**src/rtl/min_distance_selector_if.sv**
```systemverilog
// min_distance_selector_if: control, result and distance-store signals of the next-node selector
`ifndef DEFAULT_INDEX_WIDTH
`define DEFAULT_INDEX_WIDTH 3
`endif
`ifndef DEFAULT_VALUE_WIDTH
`define DEFAULT_VALUE_WIDTH 8
`endif
interface min_distance_selector_if #(
    parameter int INDEX_WIDTH = `DEFAULT_INDEX_WIDTH,
    parameter int VALUE_WIDTH = `DEFAULT_VALUE_WIDTH
);
    logic                   start;
    logic                   clear;
    logic                   mark_en;
    logic [INDEX_WIDTH-1:0] mark_index;
    logic                   busy;
    logic                   done;
    logic                   found;
    logic [INDEX_WIDTH-1:0] min_index;
    logic [VALUE_WIDTH-1:0] min_value;
    logic                   store_get_en;
    logic [INDEX_WIDTH-1:0] store_index;
    logic [VALUE_WIDTH-1:0] store_value;
    modport slave (
        input  start, clear, mark_en, mark_index, store_value,
        output busy, done, found, min_index, min_value, store_get_en, store_index
    );
    modport master (
        output start, clear, mark_en, mark_index, store_value,
        input  busy, done, found, min_index, min_value, store_get_en, store_index
    );
endinterface

```
**src/rtl/min_distance_selector.sv**
```systemverilog
// min_distance_selector: scans all nodes and returns the unvisited one with the smallest finite distance (MINSEL_SKIP_VISITED_EN suppresses reads of visited nodes)
`ifndef DEFAULT_MAX_NODES
`define DEFAULT_MAX_NODES 8
`endif
`ifndef DEFAULT_INDEX_WIDTH
`define DEFAULT_INDEX_WIDTH 3
`endif
`ifndef DEFAULT_VALUE_WIDTH
`define DEFAULT_VALUE_WIDTH 8
`endif
module min_distance_selector #(
    parameter int MAX_NODES   = `DEFAULT_MAX_NODES,
    parameter int INDEX_WIDTH = `DEFAULT_INDEX_WIDTH,
    parameter int VALUE_WIDTH = `DEFAULT_VALUE_WIDTH
) (
    input logic                   clock,
    input logic                   reset,
    min_distance_selector_if.slave bus
);
    typedef enum logic [1:0] {IDLE, SCAN, DRAIN, DONE} state_t;
    state_t                 state_q;
    logic [MAX_NODES-1:0]   visited_q, visited_d, snap_q;
    logic [INDEX_WIDTH-1:0] idx_q, nxt_idx, pend_idx_q, min_index_q;
    logic [VALUE_WIDTH-1:0] min_value_q;
    logic                   get_en_q, pend_vld_q, found_q, busy_q, done_q;
    logic                   mark_ok, hit, last, first_en, nxt_en;
    assign bus.busy         = busy_q;
    assign bus.done         = done_q;
    assign bus.found        = found_q;
    assign bus.min_index    = min_index_q;
    assign bus.min_value    = min_value_q;
    assign bus.store_get_en = get_en_q;
    assign bus.store_index  = idx_q;
    // live bitmap update, compare qualification and next-read enable
    always_comb begin
        mark_ok   = bus.mark_en && (32'(bus.mark_index) < MAX_NODES);
        visited_d = bus.clear ? '0 : visited_q | (mark_ok ? (MAX_NODES'(1) << bus.mark_index) : '0);
        nxt_idx   = idx_q + INDEX_WIDTH'(1);
        last      = idx_q == INDEX_WIDTH'(MAX_NODES - 1);
        hit       = pend_vld_q && ~|(snap_q & (MAX_NODES'(1) << pend_idx_q))
                    && bus.store_value != '1 && bus.store_value < min_value_q;
`ifdef MINSEL_SKIP_VISITED_EN
        first_en  = !visited_q[0];
        nxt_en    = ~|(snap_q & (MAX_NODES'(1) << nxt_idx));
`else
        first_en  = 1'b1;
        nxt_en    = 1'b1;
`endif
    end
    // scan FSM: issue one index per cycle, compare one cycle later, pulse done after the last compare
    always_ff @(posedge clock or negedge reset) begin
        if (!reset) begin
            state_q     <= IDLE;
            visited_q   <= '0;
            snap_q      <= '0;
            idx_q       <= '0;
            get_en_q    <= 1'b0;
            pend_vld_q  <= 1'b0;
            pend_idx_q  <= '0;
            min_index_q <= '0;
            min_value_q <= '1;
            found_q     <= 1'b0;
            busy_q      <= 1'b0;
            done_q      <= 1'b0;
        end else begin
            visited_q  <= visited_d;
            done_q     <= 1'b0;
            pend_vld_q <= state_q == SCAN;
            pend_idx_q <= idx_q;
            if (hit) begin
                min_value_q <= bus.store_value;
                min_index_q <= pend_idx_q;
                found_q     <= 1'b1;
            end
            case (state_q)
                IDLE: if (bus.start) begin
                    state_q     <= SCAN;
                    busy_q      <= 1'b1;
                    snap_q      <= visited_q;
                    min_value_q <= '1;
                    min_index_q <= '0;
                    found_q     <= 1'b0;
                    idx_q       <= '0;
                    get_en_q    <= first_en;
                end
                SCAN: if (last) begin
                    state_q  <= DRAIN;
                    get_en_q <= 1'b0;
                end else begin
                    idx_q    <= nxt_idx;
                    get_en_q <= nxt_en;
                end
                DRAIN: begin
                    state_q <= DONE;
                    busy_q  <= 1'b0;
                    done_q  <= 1'b1;
                end
                default: state_q <= IDLE;
            endcase
        end
    end
endmodule

```
**src/flat_wrapper.sv**
```systemverilog
// flat-port wrapper written by rule: the top's interface ports become plain ports
module min_distance_selector_flat 
#(
    parameter int MAX_NODES   = `DEFAULT_MAX_NODES,
    parameter int INDEX_WIDTH = `DEFAULT_INDEX_WIDTH,
    parameter int VALUE_WIDTH = `DEFAULT_VALUE_WIDTH
)
  (clock, reset, bus_start, bus_clear, bus_mark_en, bus_mark_index, bus_store_value, bus_busy, bus_done, bus_found, bus_min_index, bus_min_value, bus_store_get_en, bus_store_index);
  min_distance_selector_if #(.INDEX_WIDTH(INDEX_WIDTH), .VALUE_WIDTH(VALUE_WIDTH)) bus_i ();
  input logic clock;
  input logic reset;
  input wire logic [$bits(bus_i.start)-1:0] bus_start;
  input wire logic [$bits(bus_i.clear)-1:0] bus_clear;
  input wire logic [$bits(bus_i.mark_en)-1:0] bus_mark_en;
  input wire logic [$bits(bus_i.mark_index)-1:0] bus_mark_index;
  input wire logic [$bits(bus_i.store_value)-1:0] bus_store_value;
  output wire logic [$bits(bus_i.busy)-1:0] bus_busy;
  output wire logic [$bits(bus_i.done)-1:0] bus_done;
  output wire logic [$bits(bus_i.found)-1:0] bus_found;
  output wire logic [$bits(bus_i.min_index)-1:0] bus_min_index;
  output wire logic [$bits(bus_i.min_value)-1:0] bus_min_value;
  output wire logic [$bits(bus_i.store_get_en)-1:0] bus_store_get_en;
  output wire logic [$bits(bus_i.store_index)-1:0] bus_store_index;
  assign bus_i.start = bus_start;
  assign bus_i.clear = bus_clear;
  assign bus_i.mark_en = bus_mark_en;
  assign bus_i.mark_index = bus_mark_index;
  assign bus_i.store_value = bus_store_value;
  assign bus_busy = bus_i.busy;
  assign bus_done = bus_i.done;
  assign bus_found = bus_i.found;
  assign bus_min_index = bus_i.min_index;
  assign bus_min_value = bus_i.min_value;
  assign bus_store_get_en = bus_i.store_get_en;
  assign bus_store_index = bus_i.store_index;
  min_distance_selector #(.MAX_NODES(MAX_NODES), .INDEX_WIDTH(INDEX_WIDTH), .VALUE_WIDTH(VALUE_WIDTH)) u_core (.clock(clock), .reset(reset), .bus(bus_i));
endmodule
```
**config.mk**
```make
export PLATFORM = sky130hd
export DESIGN_NAME = min_distance_selector_flat
export DESIGN_NICKNAME = d
export VERILOG_FILES = /design/src/rtl/min_distance_selector_if.sv /design/src/rtl/min_distance_selector.sv /design/src/flat_wrapper.sv
export SDC_FILE = /design/constraint.sdc
export NUM_CORES = 1
export LEC_CHECK = 0
export CAP_MARGIN = 20
export CORE_MARGIN = 4
export CORE_UTILIZATION = 49
export CTS_CLUSTER_SIZE = 30
export DETAILED_ROUTE_END_ITERATION = 16
export PLACE_DENSITY = 0.82
export SKIP_LAST_GASP = 1
export SYNTH_ARGS = -nofsm -noshare
export SYNTH_HDL_FRONTEND = slang
export SYNTH_SLANG_ARGS = --single-unit
```
**constraint.sdc**
```tcl
create_clock -name clock -period 2.7 [get_ports clock]
set_clock_uncertainty 0.1 [all_clocks]
set_input_delay 0.27 -clock clock [delete_from_list [all_inputs] [get_ports clock]]
set_output_delay 0.27 -clock clock [all_outputs]
set_load 0.05 [all_outputs]
```
* Yosys cells after proc, flatten, opt, wreduce, memory -nomap -nowiden
Cells that the tools add are included.
Storage, ports and cells: bits in registers 40, input port bits 16, output and inout port bits 18, word-level logic and storage cells 60
Operators by class: add/subtract/negate cells 1, order comparisons 1, equality and inequality tests 7, shift-type cells 2, muxes and demuxes 22, bitwise gates (word level) 2, reduce and logical (&&, ||, !) cells 13
Operators by type and width (count):
- 8-bit two-way mux | 5
- 1-bit by 3-bit << shifter with 8-bit output (first input constant) | 2
- 3-bit two-way mux | 5
- 8-bit bitwise AND | 1
- 8-bit < comparator | 1
- 8-bit inequality test (second input constant) | 1
- 8-bit bitwise OR | 1
- 2-bit AND reduction | 4
- 8-bit OR reduction | 1
- 1-bit two-way mux | 6
- 2-bit one-hot mux with 3 select lines | 1
- 3-bit one-hot mux with 2 select lines | 1
- 2-bit two-way mux | 2
- 2-bit inequality test (second input constant) | 2
- 1-bit one-hot mux with 2 select lines | 2
- 2-bit nonzero test | 2
- 3-bit by 1-bit adder with 3-bit output (second input constant) | 1
- 3-bit == test (second input constant) | 1
- 1-bit logical AND | 3
- 3-bit AND reduction | 1
- 2-bit by 1-bit == test with 1-bit output (second input constant) | 1
- 2-bit == test (second input constant) | 1
- 2-bit logical NOT | 1
- 2-bit by 1-bit inequality test with 1-bit output (second input constant) | 1
- 1-bit logical NOT | 1

* Depth between registers and ports, before layout
Gate-level depths: netlist of the first run.
depth in word-level cells 10, gate-level depth with buffers 8, depth with buffers taken out 7

* Least setup slack after synthesis of the first run
No wires, ideal clock.
path kind flip-flop to flip-flop, start point register u_core.min_value_q[5], in the netlist u_core.bus.min_value[5], end point register u_core.min_index_q[0], in the netlist u_core.bus.min_index[0], setup time 0.126 ns, data arrival time 1.845 ns, data required time 2.474 ns, slack 0.629 ns, cell stages (with the launch flop) 9, buffers on the path 1, period minus slack after synthesis 2.071 ns, cell sequence dfstp_2 > inv_1 > ha_1 > a21o_1 > a21oi_1 > o211ai_1 > nor2_2 > buf_6 > o21ai_0
Between the ends: longest elaborated chain between the ends 5
Ends and longest elaborated chain:
- from (decl) | line min_distance_selector.sv:24 | logic [VALUE_WIDTH-1:0] min_value_q;
- from (signal assigned) | line min_distance_selector.sv:71 | min_value_q <= bus.store_value;
- 8-bit < comparator (*) | line min_distance_selector.sv:41 | && bus.store_value != '1 && bus.store_value < min_value_q;
- 1-bit logical AND (*) | line min_distance_selector.sv:41
- 3-bit two-way mux (*) | line min_distance_selector.sv:70 | if (hit) begin
- 3-bit two-way mux | line min_distance_selector.sv:76 | IDLE: if (bus.start) begin
- 3-bit two-way mux (*) | line min_distance_selector.sv:75 | case (state_q)
- to (signal assigned) | line min_distance_selector.sv:72 | min_index_q <= pend_idx_q;
- to (decl) | line min_distance_selector.sv:23 | logic [INDEX_WIDTH-1:0] idx_q, nxt_idx, pend_idx_q, min_index_q;
Mark *: on every way between the ends. The rest lies on a longest branch, timed or not. A chain may end at the register's enable or synchronous reset.

* Worst setup path in the final report of the first run
Same ends and word-level chain as after synthesis.

==> impl_metrics.yaml, run 1 <==
status:
  violations: "hold timing"
  run_status: "finished, violations left"
synth:
  synth_top_area_share_pct: 41.3
  synth_edf_count: 0
  synthesis.nets: 202
  yosysTopAreaCell: "dfrtp_1"
  syn_avg_cell_area_um2: 11.1
  yosysSeqAreaShare_pct: 52.1
  async_flop_share_pct: 100
  synthCells: 174
  synth.cell_area_um2: 1940
  post_synth_num_cell_types: 33
  synth-main-ff-cell: "dfrtp_1"
  synth-seq-cells: 40
  yosys-top-cells-area: "dfrtp_1, dfstp_2, ha_1"
  yosys_warnings: 0
timing:
  fmaxAchievable_ghz: 0.449
  rsz0062_at_grt: "no"
  hold_viol_final: 32
  fin_crit_ns: 2.23
  setup_viol: 0
  tns_ns: 0
  fin_crit_sh_pct: 82.5
  slew_headroom_pct: 43.1
  worst_pin_slew_ns: 0.854
  maxSlewViolCount: 0
  holdWs_ns: -0.0102
floorplan:
  core-area_um2: 3740
  start_util_pct: 51.8
  dieHeight_um: 70.9
  die_w_um: 70.9
  io_pins: 34
  fp-row-count: 22
  die-area_um2: 5030
cts:
  cts_post_setup_buffers_inserted: 0
  cts_sinks: 40
  clk_path_buf_depth: 2
  cts.clk_slew.worst_paths_ns: 0.07
  ctsHoldBuffers: 0
  clock-root-buffer: "clkbuf_8"
  ctsResizeCount: 0
  cts_buffers: 5
  insertion_delay_ns: 0.29
  cts_htree_levels: 2
  cts_tree: "yes"
worst_setup_path:
  r2r_start: "u_core.bus.min_value[5]"
  worst_r2r_endpoint: "u_core.bus.min_index[0]"
  worstPathRequired_ns: 2.75
  crit_arrival_ns: 2.28
  start_kind: "flop"
  worstPathMaxFanout: 11
  r2r_slack_ns: 0.47
  worst-setup-path-type: "flop to flop"
  reg2reg_depth: 7
  endpoint_kind: "flop"
power_and_ir_drop:
  ir_worst_vdd_v: 0.000679
  power_switching_mw: 1.21
  p_per_area_nw_per_um2: 1170
  pwr-share-clk_pct: 14.5
  p_seq_share_pct: 34.6
  leakagePower_nw: 1.11
  p_comb_share_pct: 50.8
  internal_power_mw: 1.58
  swShare_pct: 43.3
place:
  place_congestion: 0.881
  dpl.hpwl_um: 2680
  port_buffers: 33
routing:
  drt-wirelength-per-cell_um: 14.1
  num_vias: 1393
  drt_iter0_drc: 73
  drc: 0
  drt_first_pass_iters: 4
  wirelength_um: 3620
  vias_per_cell: 5.42
  antenna_left: 0
hold_path:
  hp-class: "input port to asynchronous set/reset pin"
final_layout:
  drive_gt1_share_pct: 13.4
  mostFrequentLayoutCells: "clkdlybuf4s50_1, dfrtp_1, nor2_1"
  diodes: 0
  fin_util_pct: 63.7
  syn_to_final_growth_pct: 23.0
  fin_nets: 236
global_routing:
  grtUsageTotal_pct: 15.4
  grt_antenna_before_repair: 0
  grt_pass1_wl_um: 6150
  overflow: 0
  first_global_vias: 1381
  grt_max_degree: 41
flow_run:
  max-cap-violations: 0
[critical path, cell delays in order, from the launching register on]
cell and delay (ns):
dfstp_2 0.53, inv_1 0.06, ha_1 0.31, a21o_1 0.18, a21oi_1 0.19, o211ai_1 0.14
nor2_2 0.40, o21ai_0 0.18
[power by group through the flow]
stage / clock (mW) / sequential, mW / combinational [mW]
2_1_floorplan: 0 / 1.38 / 0.626
3_3_place_gp: 0 / 0.971 / 1.39
3_5_place_dp: 0 / 0.983 / 1.43
4_1_cts: 0.415 / 0.971 / 1.43
5_1_grt: 0.441 / 1.00 / 1.54
6_report: 0.407 / 0.968 / 1.42
[metrics by stage]
stage | total power [mW] | std cells | setup WS (ns) | area [um^2] | hold WS (ns)
global placement | 2.36 | 249 | 0.436 | 2290 | 0.321
finish | 2.80 | 257 | 0.473 | 2380 | -0.0102
CTS | 2.82 | 257 | 0.448 | 2380 | 0.00544
global route | 2.98 | 257 | 0.352 | 2380 | 0.0545
detailed placement | 2.41 | 249 | 0.320 | 2290 | 0.320
floorplan | 2.01 | 174 | 0.629 | 1940 | -0.126
[how the worst max path moves through the flow]
| stage | from | to | slack, ns | depth (start not counted) |
|---|---|---|---|---|
| floorplan | u_core.bus.min_value[5] | u_core.bus.min_index[0] | 0.63 | 8 |
| global placement | bus_store_value[5] | u_core.bus.min_index[0] | 0.44 | 7 |
| detailed placement | bus_store_value[5] | u_core.bus.min_index[0] | 0.32 | 7 |
| CTS | u_core.bus.min_value[5] | u_core.bus.min_index[0] | 0.45 | 7 |
| global route | u_core.bus.min_value[5] | u_core.bus.min_index[0] | 0.35 | 7 |
| finish | u_core.bus.min_value[5] | u_core.bus.min_index[0] | 0.47 | 7 |
[logic make-up after synthesis]
| kind of cell | count (synthesis) | share of synthesized area, % |
|---|---|---|
| AND/OR/NAND/NOR | 49 | 12.0 |
| flip-flops | 40 | 52.1 |
| buffers and inverters | 20 | 4.84 |
| multiplexers | 13 | 8.90 |
| AO/OA/AOI/OAI | 40 | 14.4 |
| adder cells (fa/ha/maj) | 12 | 7.74 |
[layout make-up]
cell class / instances / area, um^2
Multi-Input combinational cell: 114 / 835
Fill cell: 308 / 1360
Sequential cell: 40 / 1010
Clock buffer: 7 / 86.3
Tap cell: 48 / 60.1
Clock inverter: 1 / 7.51
Inverter: 12 / 45.0
Timing Repair Buffer: 35 / 340
[state kept, by name (all words and copies together), names as in the netlist]
register,cells
u_core.bus.min_value,8
u_core.visited_q,8
u_core.bus.busy,1
u_core.bus.min_index,3
u_core.bus.store_index,3
u_core.pend_vld_q,1
u_core.state_q,2
u_core.pend_idx_q,3
u_core.bus.found,1
u_core.bus.store_get_en,1
u_core.snap_q,8
u_core.bus.done,1
[synth_stat cells (4+ instances only)]
cell type	count
o211ai_1	8
inv_1	12
nand3_1	10
nor2b_1	5
a21oi_1	5
nor2_1	16
ha_1	12
dfrtp_1	32
a22o_1	4
a31oi_1	4
nand2_1	9
o21ai_0	8
dfstp_2	8
mux2_2	8
nand4_1	6
[per-layer routing]
| layer | GRT usage, % | share of wire [%] |
|---|---|---|
| met3 | 5.26 | 5.7 |
| met1 | 20.8 | 47 |
| met4 | 4.80 | 1.2 |
| met2 | 23.6 | 46 |
| met5 | 0 | 0 |
(Power assumes the default switching activity.)
==> inputs of run 2 (changes only) <==
- clock period: 2.7 -> 2.1 ns (I/O delays scaled with it)
==> run 2 against run 1 <==
The flow now finishes without violations. Utilization rose by 1.6 points. Sequential share of layout area shrank 1.0 points. Global-route usage up 1.6 points. Register-to-register slack worse by 0.37 ns. Wire length grew 6.8%. Worst hold slack improved by 0.39 ns. Flip-flop and latch count did not move. Critical path type unchanged. Critical endpoint is now u_core.bus.min_value[4]. Largest power group unchanged.
==> impl_metrics.yaml, run 2 (same netlist as run 1, synthesis figures left out) <==
status:
  run_status: "finished clean"
worst_setup_path:
  worst_r2r_endpoint: "u_core.bus.min_value[4]"
  worst-setup-path-type: "flop to flop"
  worstPathRequired_ns: 2.19
  endpoint_kind: "flop"
  crit_arrival_ns: 2.08
  r2r_start: "u_core.bus.min_value[5]"
  worstPathMaxFanout: 4
  start_kind: "flop"
  r2r_slack_ns: 0.11
  reg2reg_depth: 8
hold_path:
  hp-class: "flop to flop"
  hold-path-endpoint: "u_core.pend_idx_q[2]"
  holdPathStages: 0
  hp-start: "u_core.bus.store_index[2]"
place:
  dpl.hpwl_um: 2760
  place_congestion: 0.837
  port_buffers: 33
  placed_cell_area_um2: 2340
final_layout:
  fin_nets: 243
  mostFrequentLayoutCells: "clkdlybuf4s50_1, dfrtp_1, nor2_1"
  diodes: 0
  fin_util_pct: 65.3
  nFillCells: 321
  syn_to_final_growth_pct: 26.0
  drive_gt1_share_pct: 16.7
  stdcell_area_um2: 2440
cts:
  cts_buffers: 5
  cts_sinks: 40
  cts_post_setup_buffers_inserted: 0
  clk_path_buf_depth: 2
  cts_tree: "yes"
  cts_htree_levels: 2
  clock-root-buffer: "clkbuf_8"
  cts.clk_slew.worst_paths_ns: 0.07
  insertion_delay_ns: 0.28
power_and_ir_drop:
  leakagePower_nw: 1.13
  power.total_mw: 3.65
  ir_worst_vdd_v: 0.000925
  p_per_area_nw_per_um2: 1490
routing:
  num_vias: 1489
  antenna_left: 0
  drc: 0
  wirelength_um: 3870
  vias_per_cell: 5.64
  drt_iter0_drc: 129
  drt_first_pass_iters: 5
  drt-wirelength-per-cell_um: 14.6
floorplan:
  die-area_um2: 5030
  fp-row-count: 22
  io_pins: 34
  core-area_um2: 3740
  dieHeight_um: 70.9
  start_util_pct: 51.8
  die_w_um: 70.9
timing:
  slew_headroom_pct: 42.7
  fin_crit_sh_pct: 94.9
  maxSlewViolCount: 0
  hold_viol_final: 0
  fin_crit_ns: 1.99
  setup_viol: 0
  fmaxAchievable_ghz: 0.502
  tns_ns: 0
  worst_pin_slew_ns: 0.859
global_routing:
  first_global_vias: 1526
  overflow: 0
  grtUsageTotal_pct: 17.0
  grt_pass1_wl_um: 6890
  grt_max_degree: 41
  grt_antenna_before_repair: 0
flow_run:
  max-cap-violations: 0
[run 2: worst max path at each step]
stage / to / startpoint / slack [ns]
3_5_place_dp: u_core.bus.min_index[2] / bus_store_value[5] / -0.003
3_3_place_gp: u_core.bus.min_index[0] / bus_store_value[5] / 0.04
4_1_cts: u_core.bus.min_index[2] / u_core.bus.min_value[1] / 0.04
6_report: u_core.bus.min_value[4] / u_core.bus.min_value[5] / 0.11
5_1_grt: u_core.bus.min_index[1] / u_core.bus.min_value[5] / -0.02
2_1_floorplan: u_core.bus.min_index[0] / u_core.bus.min_value[5] / 0.03
[run 2: stage by stage]
stage	instances	hold slack [ns]	setup slack, ns
2_1_floorplan	174	-0.186	0.0288
3_3_place_gp	255	0.262	0.0362
3_5_place_dp	255	0.271	-0.00332
4_1_cts	264	0.383	0.0362
5_1_grt	264	0.419	-0.0158
6_report	264	0.383	0.108
[run 2: worst max-delay path, stage by stage (launching register included)]
cell and delay, ns:
dfstp_2 0.53, inv_1 0.05, ha_1 0.29, a21o_1 0.20, a21oi_2 0.14, o211ai_1 0.14
nor2_2 0.20, buf_4 0.16, o211ai_1 0.08
[run 2: what timing repair did]
action                                 4_1_cts  5_1_grt
setup endpoints to repair                    0       12
resized for setup                            0        5
endpoints found under the hold margin       32        0
hold buffers                                 1        0
[run 2: layout make-up]
type / count / area (um^2) / area share (%)
inverters: 12 / 45.0 / 1.84
flip-flops and latches: 40 / 1010 / 41.4
well taps: 48 / 60.1 / 2.46
clock inverters: 1 / 8.76 / 0.358
clock buffers: 7 / 76.3 / 3.12
multi-input cells: 114 / 843 / 34.5
repair buffers: 42 / 399 / 16.3
[run 2: routing by layer]
| metal | part of all wire [%] | global-route usage [%] | routed length [um] |
|---|---|---|---|
| met1 | 45 | 22.6 | 1750 |
| met5 | 0 | 0 | 0 |
| met2 | 49 | 27.0 | 1880 |
| met3 | 5.0 | 4.83 | 194 |
| met4 | 0.98 | 5.43 | 38 |
[run 2: report_power, final]
group	leakage [nW]	internal, mW	switching (mW)
logic	0.584	0.754	1.16
registers	0.503	1.08	0.169
clock network	0.0424	0.237	0.249
total	1.13	2.07	1.58
==> edit 1 (config.mk and constraints of run 2) <==
Change the macro `DEFAULT_MAX_NODES` from 8 to 16.
--- a/src/rtl/min_distance_selector.sv
+++ b/src/rtl/min_distance_selector.sv
@@ -1,6 +1,6 @@
 // min_distance_selector: scans all nodes and returns the unvisited one with the smallest finite distance (MINSEL_SKIP_VISITED_EN suppresses reads of visited nodes)
 `ifndef DEFAULT_MAX_NODES
-`define DEFAULT_MAX_NODES 8
+`define DEFAULT_MAX_NODES 16
 `endif
 `ifndef DEFAULT_INDEX_WIDTH
 `define DEFAULT_INDEX_WIDTH 3
Formal check against the unedited RTL: no difference found for any inputs over 10 cycles, from zero or initial values and one cycle with reset low; that may be too few to reach the edited logic, so the function may still have changed.
==> edit 1 against run 2 <==
  * Wire length down 2.9%
  * Power down 7.6%
  * Area after synthesis up 1.2%
  * Sequential share of layout area down 0.36 points
  * Setup slack better by 0.027 ns
  * Final area up 0.87%
  * Count of clock-buffer cells in the layout unchanged
  * Critical path type unchanged
  * Sequential cell count unchanged
==> edit 1: results <==
critical_path:
  cp.arrival_ns: 2.03
  crit_path_max_fanout: 5
synthesis:
  synth.net_count: 206
  synth_unique_cells: 32
  post_synth_main_area_contributors: "dfrtp_1, dfstp_2, ha_1"
  post_synth_most_frequent_cells: "dfrtp_1, nor2_1, ha_1"
  synth_seq_area_share: 0.5153
  synth_ff_type: "dfrtp_1"
global_route:
  antenna_found_initial: 0
  grt_first_pass_wirelength_um: 6568
  maximum_number_of_pins_on_one_net_before_global_route_repair: 24
  groute.usage.overall: 0.1611
drt:
  via_count: 1470
  drtPass1Iterations: 4
  drt_iter0_drc: 44
  totalWireLength_um: 3753
layout:
  final_layout_size_suffix_gt1_frac: 0.1689
  nets: 247
  n_antenna_cell: 0
power:
  power_leakage_nw: 1.157
  design_internal_power_mw: 1.942
  peakVddDrop_mv: 0.8179
timing:
  tightest_slew_ns: 0.4980
clock_tree:
  clk-insertion-delay-late_ns: 0.29
  cts.clk_slew.worst_paths_ns: 0.08
outcome:
  outcome: "complete, no violations"
placed_design:
  io_buffer_count: 33
  globalplace.congestion: 0.8267
  detailed_place_hpwl_um: 2840
flow_run:
  timing.max_cap.violations: 0
min_path:
  hold_class: "input pin to async pin"
-- edit 1: cell count changes in the layout (fill, tap and decap cells not counted), sizes merged --
cell   delta
a21oi     +1
buf       +1
ha        +1
mux2i     +1
nor3b     -1
o32a      -1
o32ai     +1
-- edit 1: power by group through the flow --
stage	clock network, mW	registers [mW]	logic [mW]
after floorplan	0	1.65	0.733
after global placement	0	1.20	1.65
after detailed placement	0	1.21	1.68
after CTS	0.502	1.19	1.68
after global routing	0.537	1.23	1.84
final	0.485	1.19	1.69
-- edit 1: area by class of cell --
cell class | instances | area, sq um
sequential | 40 | 1011
timing repair buffer | 43 | 402.9
multi-input combinational | 116 | 864.6
tap | 48 | 60.06
fill | 291 | 1306
clock inverter | 1 | 5.005
clock buffer | 7 | 76.32
inverter | 12 | 45.04
-- edit 1: per-stage QoR --
step           instance area, sq um  power (mW)  instances  worst slack [ns]
2_1_floorplan                  1962       2.380        177           0.02878
4_1_cts                        2454       3.381        267            0.1156
3_5_place_dp                   2362       2.887        258           0.01521
6_report                       2465       3.370        267            0.1347
5_1_grt                        2465       3.610        267          0.006255
3_3_place_gp                   2362       2.845        258           0.08443
-- edit 1: path summary, 6_finish.rpt --
check	startpoint	to	slack [ns]
max in group asynchronous	reset	u_core.bus.min_value[1]	0.98
hold / removal	reset	u_core.snap_q[2]	0.32
setup reg to reg	u_core.bus.min_value[1]	u_core.bus.min_index[1]	0.13
hold reg to reg	u_core.bus.store_index[1]	u_core.pend_idx_q[1]	0.37
setup / recovery	u_core.bus.min_value[1]	u_core.bus.min_index[1]	0.13
min in group clock	u_core.bus.store_index[1]	u_core.pend_idx_q[1]	0.37
-- edit 1: kinds of logic after synthesis --
family | after synthesis | synth area share
simple gates | 48 | 0.1148
compound gates | 41 | 0.1441
flops | 40 | 0.5153
buf+inv | 21 | 0.04974
mux | 14 | 0.09311
fa+ha+maj | 13 | 0.08291
-- edit 1: layer usage --
metal	up-vias	GRT usage	routed length, um
met4	0	0.07098	63
met2	35	0.2398	1752
met3	8	0.05049	202
met1	707	0.2166	1734
li1	720	-	-
met5	-	0	0
-- edit 1: critical path: stages, from the launching register on --
cell	delay, ns
dfstp_2	0.54
inv_1	0.06
ha_1	0.27
o21ai_0	0.15
a21oi_1	0.09
o31a_1	0.28
nor2_2	0.13
buf_4	0.14
o21ai_0	0.09
-- edit 1: what timing repair did --
item,in CTS,in global routing
setup buffers,0,0
setup endpoints to repair,0,8
hold buffers,1,0
resized for setup,0,3
hold endpoints to repair,15,0
==> edit 2 (config.mk and constraints of run 2) <==
Without the edit above. Reset style: synchronous (`reset`), changed in one clocked block.
--- a/src/rtl/min_distance_selector.sv
+++ b/src/rtl/min_distance_selector.sv
@@ -48,7 +48,7 @@
 `endif
     end
     // scan FSM: issue one index per cycle, compare one cycle later, pulse done after the last compare
-    always_ff @(posedge clock or negedge reset) begin
+    always_ff @(posedge clock) begin
         if (!reset) begin
             state_q     <= IDLE;
             visited_q   <= '0;
Behaviour: differs if reset is asserted again (counterexample within 4 cycles, from zero or initial values and one cycle with reset low); with reset held inactive, the same outputs for 10 cycles.
==> edit 2 against run 2 <==
  * Wire length down 13%
  * Sequential cell count did not move
  * Global-route usage down 1.1 points
  * Cell count is 6.1% higher
  * Setup slack improved by 0.044 ns
  * Area after synthesis fell by 7.4%
  * Final area down 6.4%
  * Critical endpoint is now u_core.bus.min_value[6]
  * Highest routed layer unchanged
Power is not compared: it rests on default switching activity, and its combinational part moved more than twofold at a synthesized area within 25%.
==> edit 2: results <==
layout:
  nets: 263
  n_fill_cell: 290
  n_antenna_cell: 0
  fin_cells: 280
  final_layout_size_suffix_gt1_frac: 0.06410
global_route:
  number_of_global_route_vias_before_repair: 1380
  grt_first_pass_wirelength_um: 5678
  grt_util_met3: 0.04214
  use_met1: 0.1793
  groute.usage.overall: 0.1593
  maximum_number_of_pins_on_one_net_before_global_route_repair: 14
  antenna_found_initial: 0
  gr-usage-met2: 0.2777
synthesis:
  synth.avg_cell_area_sq_um: 9.161
  post_synth_main_area_contributors: "dfxtp_1, ha_1, nand2_1"
  synth_unique_cells: 31
  async_reset_ff_frac: 0
  post_synth_most_frequent_cells: "dfxtp_1, nand2_1, nor2_1"
  synth_seq_area_share: 0.4460
  synth.yosys.warnings: 0
  synth.net_count: 225
critical_path:
  crit_path_max_incr_delay_ns: 0.55
  cpMaxStageDelayCell: "mux4_1"
  critPathLaunch: "u_core.pend_idx_q[0]"
  cp.arrival_ns: 1.99
  crit_path_max_fanout: 8
  crit-reg2reg-launch: "u_core.pend_idx_q[0]"
drt:
  routed_via_density: 5.200
  drt_iter0_drc: 76
  post-route-drc-count: 0
  drtPass1Iterations: 4
  totalWireLength_um: 3369
power:
  power_leakage_nw: 0.9604
  switching_power_uw: 802.7
  peakVddDrop_mv: 0.6893
timing:
  maxSlewHeadroom: 0.6619
  finalHoldViolations: 0
placed_design:
  globalplace.congestion: 0.7647
  placed_cells_incl_taps: 272
  place_area_sq_um: 2182
  detailed_place_hpwl_um: 2605
  io_buffer_count: 33
min_path:
  hold_class: "register to register"
  min_from: "u_core.bus.store_get_en"
outcome:
  outcome: "complete, no violations"
clock_tree:
  cts.root.buffer_cell: "clkbuf_8"
  cts.clk_slew.worst_paths_ns: 0.07
  tritoncts.num_buffers: 5
  h-tree-depth: 2
  clk-insertion-delay-late_ns: 0.28
  cts.path.max_buffers: 2
[edit 2: cell types whose count changed in the layout (fill, tap and decap cells not counted), sizes merged, moves of 2 or more]
| cell | change |
|---|---|
| dfrtp | -32 |
| dfxtp | +40 |
| nand3 | +3 |
| nand4 | -3 |
| buf | -3 |
| and2 | +7 |
| inv | +2 |
| o21ai | -3 |
| mux2 | -8 |
| a21boi | +9 |
| a21oi | +4 |
| dfstp | -8 |
| nand2 | +11 |
[edit 2: cells by family after synthesis]
group	after synthesis	synth area share
buffers and inverters	22	0.05087
AND/OR/NAND/NOR	69	0.1875
multiplexers	5	0.04599
flip-flops	40	0.4460
adder cells (fa/ha/maj)	13	0.09059
AO/OA/AOI/OAI	47	0.1791
[edit 2: what timing repair did]
item                                    in CTS  in global routing
setup buffers                                0                  1
hold buffers                                 0                  0
gates resized for setup                      0                  1
endpoints found under the setup margin       0                  8
[edit 2: critical path, delay by kind of cell, from the launching register on]
family / cells / cell delay, ns
flops: 1 / 0.35
compound gates: 2 / 0.34
mux: 2 / 0.75
simple gates: 1 / 0.26
[edit 2: routing by layer]
metal  vias to the layer above  share of wire  routed length (um)
met5                         -              0                   0
met3                         5          0.061                 206
met2                        31           0.46                1559
met1                       663           0.46                1539
met4                         0          0.019                  63
li1                        757              -                   -
[edit 2: cell type report]
cell class,count,share of cell area
flip-flops and latches,40,0.3507
clock buffers,7,0.04212
inverters,14,0.02298
multi-input cells,134,0.3950
repair buffers,39,0.1641
well taps,46,0.02516
[edit 2: power groups by stage]
stage	registers (mW)	logic (mW)	clock network, mW
after CTS	0.900	0.836	0.550
after floorplan	1.10	0.408	0
after global placement	0.914	0.821	0
after detailed placement	0.917	0.833	0
final	0.899	0.831	0.533
after global routing	0.910	0.920	0.580
[edit 2: worst paths after layout]
kind | slack, ns | endpoint | cells after the start
setup / recovery | 0.15 | u_core.bus.min_value[6] | 5
hold / removal | 0.34 | u_core.bus.store_get_en | 2
setup reg to reg | 0.15 | u_core.bus.min_value[6] | 5
hold reg to reg | 0.34 | u_core.bus.store_get_en | 2
[edit 2: through the flow]
step | hold slack (ns) | utilization | worst slack [ns]
2_1_floorplan | 0.2578 | - | 0.03471
3_3_place_gp | 0.3360 | 0.6340 | 0.002447
3_5_place_dp | 0.3412 | 0.6340 | -0.06824
4_1_cts | 0.3534 | 0.6619 | 0.08469
5_1_grt | 0.3811 | 0.6645 | 0.01240
6_report | 0.3444 | 0.6645 | 0.1520
